$ cat config.mk
export PLATFORM = sky130hd
export DESIGN_NAME = poly_piano_keyboard
export DESIGN_NICKNAME = d
export VERILOG_FILES = /design/src/rtl/poly_piano_keyboard.sv
export SDC_FILE = /design/constraint.sdc
export NUM_CORES = 1
export LEC_CHECK = 0
export BUFFER_PORTS_ARGS = -buffer_cell sky130_fd_sc_hd__buf_2
export CORE_ASPECT_RATIO = 1.75
export CORE_MARGIN = 5
export CORE_UTILIZATION = 53
export CTS_BUF_LIST = sky130_fd_sc_hd__clkbuf_16
export CTS_CLUSTER_DIAMETER = 80
export DETAILED_ROUTE_END_ITERATION = 12
export PLACE_DENSITY = 0.77
export SLEW_MARGIN = 5
export SYNTH_ARGS = -nofsm -noshare
export SYNTH_HDL_FRONTEND = slang
export SYNTH_SLANG_ARGS = --single-unit
$ cat constraint.sdc
create_clock -name clk -period 2.45 [get_ports clk]
set_input_delay 0.6125 -clock clk [delete_from_list [all_inputs] [get_ports clk]]
set_output_delay 0.6125 -clock clk [all_outputs]
set_load 0.01 [all_outputs]
$ cat src/rtl/poly_piano_keyboard.sv
// Polyphonic PS/2 key-to-note voice allocator; optional VOICE_STEAL_EN reuses a busy voice when all are held.
// Latency: one clk from the key_valid strobe to every output; there is no backpressure, so one event per cycle is accepted.
module poly_piano_keyboard #(
  parameter int VOICES      = 4,
  parameter int OCT_DEFAULT = 4,
  parameter int OCT_MAX     = 8
) (
  input  logic                  clk,
  input  logic                  rst,
  input  logic                  key_valid,
  input  logic                  key_release,
  input  logic [7:0]            keycode,
  output logic [4*VOICES-1:0]   note,
  output logic [4*VOICES-1:0]   octave,
  output logic [VOICES-1:0]     voice_active,
  output logic [3:0]            cur_octave,
  output logic                  key_dropped
);

  localparam int PW = (VOICES > 1) ? $clog2(VOICES) : 1;
  localparam logic [3:0] OMAX = 4'(OCT_MAX);
  localparam logic [3:0] ODEF = 4'(OCT_DEFAULT);

  logic [VOICES-1:0] active_q, active_d;
  logic [7:0]        code_q [VOICES];
  logic [7:0]        code_d [VOICES];
  logic [3:0]        note_q [VOICES];
  logic [3:0]        note_d [VOICES];
  logic [3:0]        oct_q  [VOICES];
  logic [3:0]        oct_d  [VOICES];
  logic [3:0]        cur_oct_q, cur_oct_d;
  logic              dropped_q, dropped_d;
`ifdef VOICE_STEAL_EN
  logic [PW-1:0]     steal_ptr_q, steal_ptr_d;
`endif

  logic          is_note, upper;
  logic [3:0]    note_val, key_oct;
  logic          hit, free_found;
  logic [PW-1:0] hit_idx, free_idx;

  always_comb begin
    is_note  = 1'b1;
    upper    = 1'b0;
    note_val = 4'd0;
    case (keycode)
      8'h0D: note_val = 4'd1;
      8'h16: note_val = 4'd2;
      8'h15: note_val = 4'd3;
      8'h1E: note_val = 4'd4;
      8'h1D: note_val = 4'd5;
      8'h24: note_val = 4'd6;
      8'h25: note_val = 4'd7;
      8'h2D: note_val = 4'd8;
      8'h2E: note_val = 4'd9;
      8'h2C: note_val = 4'd10;
      8'h36: note_val = 4'd11;
      8'h35: note_val = 4'd12;
      8'h3C: begin note_val = 4'd1;  upper = 1'b1; end
      8'h3E: begin note_val = 4'd2;  upper = 1'b1; end
      8'h43: begin note_val = 4'd3;  upper = 1'b1; end
      8'h46: begin note_val = 4'd4;  upper = 1'b1; end
      8'h44: begin note_val = 4'd5;  upper = 1'b1; end
      8'h4D: begin note_val = 4'd6;  upper = 1'b1; end
      8'h4E: begin note_val = 4'd7;  upper = 1'b1; end
      8'h54: begin note_val = 4'd8;  upper = 1'b1; end
      8'h55: begin note_val = 4'd9;  upper = 1'b1; end
      8'h5B: begin note_val = 4'd10; upper = 1'b1; end
      8'h66: begin note_val = 4'd11; upper = 1'b1; end
      8'h5D: begin note_val = 4'd12; upper = 1'b1; end
      default: is_note = 1'b0;
    endcase
    // Upper row saturates at the top octave rather than wrapping.
    if (!upper)                 key_oct = cur_oct_q;
    else if (cur_oct_q >= OMAX) key_oct = OMAX;
    else                        key_oct = cur_oct_q + 4'd1;
  end

  // Descending scan so the lowest matching / free index wins.
  always_comb begin
    hit        = 1'b0;
    hit_idx    = '0;
    free_found = 1'b0;
    free_idx   = '0;
    for (int i = VOICES - 1; i >= 0; i--) begin
      if (active_q[i] && code_q[i] == keycode) begin
        hit     = 1'b1;
        hit_idx = PW'(i);
      end
      if (!active_q[i]) begin
        free_found = 1'b1;
        free_idx   = PW'(i);
      end
    end
  end

  always_comb begin
    active_d  = active_q;
    code_d    = code_q;
    note_d    = note_q;
    oct_d     = oct_q;
    cur_oct_d = cur_oct_q;
    dropped_d = 1'b0;
`ifdef VOICE_STEAL_EN
    steal_ptr_d = steal_ptr_q;
`endif
    if (key_valid) begin
      if (keycode == 8'h5A) begin
        if (!key_release) cur_oct_d = (cur_oct_q >= OMAX) ? 4'd0 : cur_oct_q + 4'd1;
      end else if (keycode == 8'h59) begin
        if (!key_release) cur_oct_d = (cur_oct_q == 4'd0) ? OMAX : cur_oct_q - 4'd1;
      end else if (is_note) begin
        if (key_release) begin
          if (hit) begin
            active_d[hit_idx] = 1'b0;
            note_d[hit_idx]   = 4'd0;
          end
        end else if (!hit) begin
          if (free_found) begin
            active_d[free_idx] = 1'b1;
            code_d[free_idx]   = keycode;
            note_d[free_idx]   = note_val;
            oct_d[free_idx]    = key_oct;
          end else begin
`ifdef VOICE_STEAL_EN
            code_d[steal_ptr_q] = keycode;
            note_d[steal_ptr_q] = note_val;
            oct_d[steal_ptr_q]  = key_oct;
            steal_ptr_d = (steal_ptr_q == PW'(VOICES - 1)) ? '0 : steal_ptr_q + 1'b1;
`else
            dropped_d = 1'b1;
`endif
          end
        end
      end
    end
  end

  always_ff @(posedge clk) begin
    if (rst) begin
      active_q  <= '0;
      cur_oct_q <= ODEF;
      dropped_q <= 1'b0;
      for (int i = 0; i < VOICES; i++) begin
        code_q[i] <= 8'd0;
        note_q[i] <= 4'd0;
        oct_q[i]  <= ODEF;
      end
`ifdef VOICE_STEAL_EN
      steal_ptr_q <= '0;
`endif
    end else begin
      active_q  <= active_d;
      cur_oct_q <= cur_oct_d;
      dropped_q <= dropped_d;
      code_q    <= code_d;
      note_q    <= note_d;
      oct_q     <= oct_d;
`ifdef VOICE_STEAL_EN
      steal_ptr_q <= steal_ptr_d;
`endif
    end
  end

  always_comb begin
    note   = '0;
    octave = '0;
    for (int i = 0; i < VOICES; i++) begin
      note[4*i +: 4]   = note_q[i];
      octave[4*i +: 4] = oct_q[i];
    end
  end

  assign voice_active = active_q;
  assign cur_octave   = cur_oct_q;
  assign key_dropped  = dropped_q;

endmodule

### Word level (Yosys, flattened, before mapping)

Index checks and enable logic that the tools add are counted.

* $add $sub $neg: 2
* magnitude comparators: 9
* equality and inequality tests: 34
* muxes and demuxes: 49
* bitwise gates (word level): 13
* reduce and logical (&&, ||, !) cells: 29

Operators by type and width (number)
* $eq A8 B7 Y1 const B: 12
* $eq A8 B6 Y1 const B: 9
* $mux W16: 4
* $mux W4: 14
* $pmux W4 S12: 1
* $bwmux W16: 2
* $bwmux W32: 1
* $eq A8 B5 Y1 const B: 4
* $eq A8 B8 Y1: 4
* $reduce_or A2 Y1: 12
* $reduce_or A24 Y1: 1
* $and A16 B16 Y16: 1
* $demux W4 S2: 2
* $demux W8 S2: 1
* $mux W2: 8
* $not A16 Y16: 1
* $reduce_and A7 Y1: 2
* $mux W1: 13
* $reduce_or A12 Y1: 1
* $eq A8 B4 Y1 const B: 1
* $logic_and A1 B1 Y1: 8
* $mux W8: 1
* $reduce_or A7 Y1: 1
* $ge A3 B3 Y1 const B: 2
* 17 further kinds: 30

* register bits: 73
* input port bits: 12
* output and inout port bits: 41
* word-level logic and storage cells: 151

### Longest topological paths before layout

* word-level depth: 15
* gate-level depth with buffers: 11
* mapped depth without buffers: 7

### Least setup slack after synthesis

OpenSTA, ideal clock, no wires.

* kind: input to register
* start: input port keycode[0]
* end: register oct_q, in the netlist octave[10]
* setup time: 140 ps
* arrival: 2422 ps
* required time: 2310 ps
* setup slack: -112 ps
* stages: 10
* buffers on the path: 3
* path through: buf_4 -> buf_8 -> xnor2_1 -> nand4_1 -> nor3_1 -> nor4_4 -> o21ai_2 -> or4_4 -> buf_6 -> mux2i_1

* longest elaborated chain between the ends: 8
* elaborated cells on any way between the ends: 48
* classes of those cells: eq/ne: 30; mux: 8; bitwise: 3; reduce/logical: 7

RTL lines
* from (decl): line 12 `input logic [7:0] keycode,`
* $eq A8 B8 Y1: line 86 `if (active_q[i] && code_q[i] == keycode) begin`
* $logic_and A1 B1 Y1: line 86
* $mux W1 (4 in a row): line 86
* $not A1 Y1 (no source line)
* $reduce_and A7 Y1 (no source line)
* to (signal assigned): line 158 `oct_q <= oct_d;`
* to (decl): line 29 `logic [3:0] oct_q [VOICES];`

Parallel ways exist; a longest one is shown, timed or not.
A chain may end at the register's enable or synchronous reset.

### Worst setup path after layout

* start: input port keycode[1]
* end: register oct_q, in the netlist octave[10]

The elaborated chain is that of the path after synthesis.

==> out/summary.txt <==
EDFF count, synth = 0
GP Congestion = 0.9762
crit path time final = 2374 ps
Area Overhead vs Synth = 30.88%
die width = 77.08 µm
clock latency reported for the late side of the worst-skew pair = 340 ps
largest area contributor in the netlist = dfxtp_1
most common cell after layout, fill and taps aside = buf_4
Worst path most repeated cell = buf_4
Final Cell Area = 0.005461 mm²
WP data required = 2680 ps
ranking of synthesized cells by area = dfxtp_1, xnor2_1, mux2i_1, nand2b_1, nor2_1
CP max stage delay = 610 ps
Ports = 53
first-pass iteration count of the detailed router = 5
crit path DAT = 2600 ps
CP Launch Type = primary input
Hold Path Cell Cnt = 2
critical path buffer and inverter count = 4
Setup CP Type = primary input to flip-flop
H-tree level count = 3
family with the most delay on the worst path = simple AND/OR/NAND/NOR gates
post-synthesis sequential area ratio = 35.02%
async set-or-reset flop fraction in the synthesized netlist = 0%
min-delay worst type = flip-flop to flip-flop
clk sinks = 73
Peak VDD IR = 0.3391 mV
drt total wl = 12.20 mm
CP Max Fanout = 10
DP Area = 0.005006 mm²
Nets = 606
fin util = 71.67%
Power Density = 500.5 mW/mm²
R2R setup slack = 280 ps
Worst-path clk slew = 60 ps
run status = completed
ys flop type = dfxtp_1
via/cell ratio = 6.020
Synth top area share = 35.02%
Slew @ Worst Pin = 548.8 ps
highest clock rate = 421.2 MHz
CTS tree = built
share of cells above drive strength 1 = 30.32%
RR Startpoint = code_q[12]$_SDFFE_PP0P_
LEAKAGE = 2.268 nW
Core ar. = 0.007620 mm²
row cnt = 42
crit-path cells = buf_8 -> buf_4 -> xnor2_1 -> nand4_1 -> nor3_2 -> buf_4 -> nor4_4 -> buf_4 -> o21ai_2 -> or4_4 -> mux2i_1
DIE HEIGHT = 127.4 µm
Slew HR = 63.41%
Residual DRC = 0
Crit Reg-Reg Endpoint = octave[10]$_SDFFE_PP1P_
Final Hold Viols = 0
most frequent cells in the layout = buf_4, dfxtp_1, buf_2
first-pass GRT wire length = 20.04 mm
drt first-iter violations = 223
Final Setup Violations = 0
largest net degree at the start of global routing = 35
vias in the first global route = 4206
Syn Nets = 493
number of library cell types mapped by synthesis = 73
min-delay src = note[13]$_SDFFE_PP0P_
DP Wirelength = 9.213 mm
CTS buffer count = 9
final max-slew violation count = 0
Power Total = 2.734 mW
initial antenna violation count = 0
cts hold-fix bufs = 0
Synth warnings = 0
reg2reg path depth = 9
via count = 4124
antenna-violating nets left = 0
gr ovfl total = 0
starting density of the core = 54.76%
Tcrit/Tclk final = 96.90%
Mapped Area = 0.004173 mm²
Max-Cap Viols = 0
WL/cell = 17.81 µm
Root Driver = clkbuf_16
Worst Hold Path EP = note[13]$_SDFFE_PP0P_
I/O Buffers = 52
gr usage total = 25.26%
fill cell count = 584
#FFs+latches synth = 73
ant diodes = 0
Clock Path Buffers = 2
crit end category = flip-flop
Max Clock Skew = 6.280 ps
Slowest-stage cell, CP = or4_4
Syn Area/Cell = 8.711 µm²
die area = 0.009818 mm²
Mapped Cells = 479
==> worst min-delay path: stages (launching register included) <==
cell and delay (ps):
dfxtp_1 300, inv_1 40, o32ai_1 70
==> layout make-up <==
cell class                 count  area [µm²]  area share [%]
clock buffer                   9       225.2           4.124
clock inverter                 7       40.04          0.7331
inverter                      16       60.06           1.100
multi-input combinational    354        2535           46.41
sequential                    73        1461           26.76
tap                           88       110.1           2.016
timing repair buffer         138        1030           18.85
==> where the power goes <==
part / switching, mW / internal (mW)
Combinational: 0.197 / 0.169
Clock: 0.497 / 0.675
Sequential: 0.00340 / 1.19
==> metal layers <==
layer  vias to the layer above  routed length, µm  global-route usage (%)
li1                       1974                  -                       -
met1                      1944               4618                   26.87
met2                       148               6166                   44.32
met3                        58                627                   5.070
met4                         0                788                   16.90
met5                         -                  0                       0
==> cell usage after synthesis (all sizes together), types with 3 or more instances <==
| master | n |
|---|---|
| nor4 | 3 |
| a21oi | 24 |
| nand3b | 3 |
| inv | 16 |
| o21ai | 26 |
| nand4 | 5 |
| o32ai | 14 |
| nor3 | 16 |
| nor2b | 9 |
| nand3 | 23 |
| a31o | 4 |
| a221oi | 3 |
| nor3b | 6 |
| nor2 | 36 |
| mux2i | 27 |
| o31ai | 4 |
| nand2 | 19 |
| o211ai | 3 |
| o22ai | 4 |
| buf | 19 |
| or3 | 4 |
| and3b | 3 |
| nand2b | 28 |
| dfxtp | 73 |
| a31oi | 4 |
| a211oi | 3 |
| xnor2 | 33 |
| and3 | 4 |
| clkbuf | 17 |
==> cells by family (layout without fill, tap and decap cells) <==
logic type | count (synthesis) | in the layout | synth area share, %
flip-flops | 73 | 73 | 35.02
buffers and inverters | 52 | 170 | 6.716
adder cells (fa/ha/maj) | 2 | 2 | 0.5996
multiplexers | 29 | 29 | 7.016
AO/OA/AOI/OAI | 116 | 116 | 20.00
AND/OR/NAND/NOR | 172 | 172 | 23.30
XOR/XNOR | 35 | 35 | 7.346
==> how the worst max path moves through the flow <==
stage / startpoint / end / cells after the start
CTS: keycode[5] / voice_active[1]$_SDFFE_PP0P_ / 11
floorplan: keycode[2] / octave[10]$_SDFFE_PP1P_ / 10
global route: keycode[7] / octave[10]$_SDFFE_PP1P_ / 8
detailed placement: keycode[0] / voice_active[2]$_SDFFE_PP0P_ / 10
global placement: keycode[0] / voice_active[2]$_SDFFE_PP0P_ / 10
finish: keycode[1] / octave[10]$_SDFFE_PP1P_ / 11
==> what timing repair did <==
item / CTS / global route
setup endpoints to repair: 9 / 61
setup buffers: 1 / 2
pin swaps: 0 / 7
resized for setup: 1 / 42
==> per-stage QoR <==
stage	setup TNS (ps)	hold WS, ps	setup slack (ps)	instances
floorplan	-245.9	466.2	-83.58	479
global placement	-16000	450.4	-405.8	666
detailed placement	-18540	461.4	-433.5	666
CTS	0	475.8	1.801	683
global route	-19.77	501.8	-9.610	685
finish	0	469.9	76.07	685
==> flip-flops by register name, summed over array words and instances (netlist names) <==
signal / cells
code_q: 32
cur_octave: 4
key_dropped: 1
voice_active: 4
note: 16
octave: 16
Note: power is estimated with default switching activity, not from simulation.
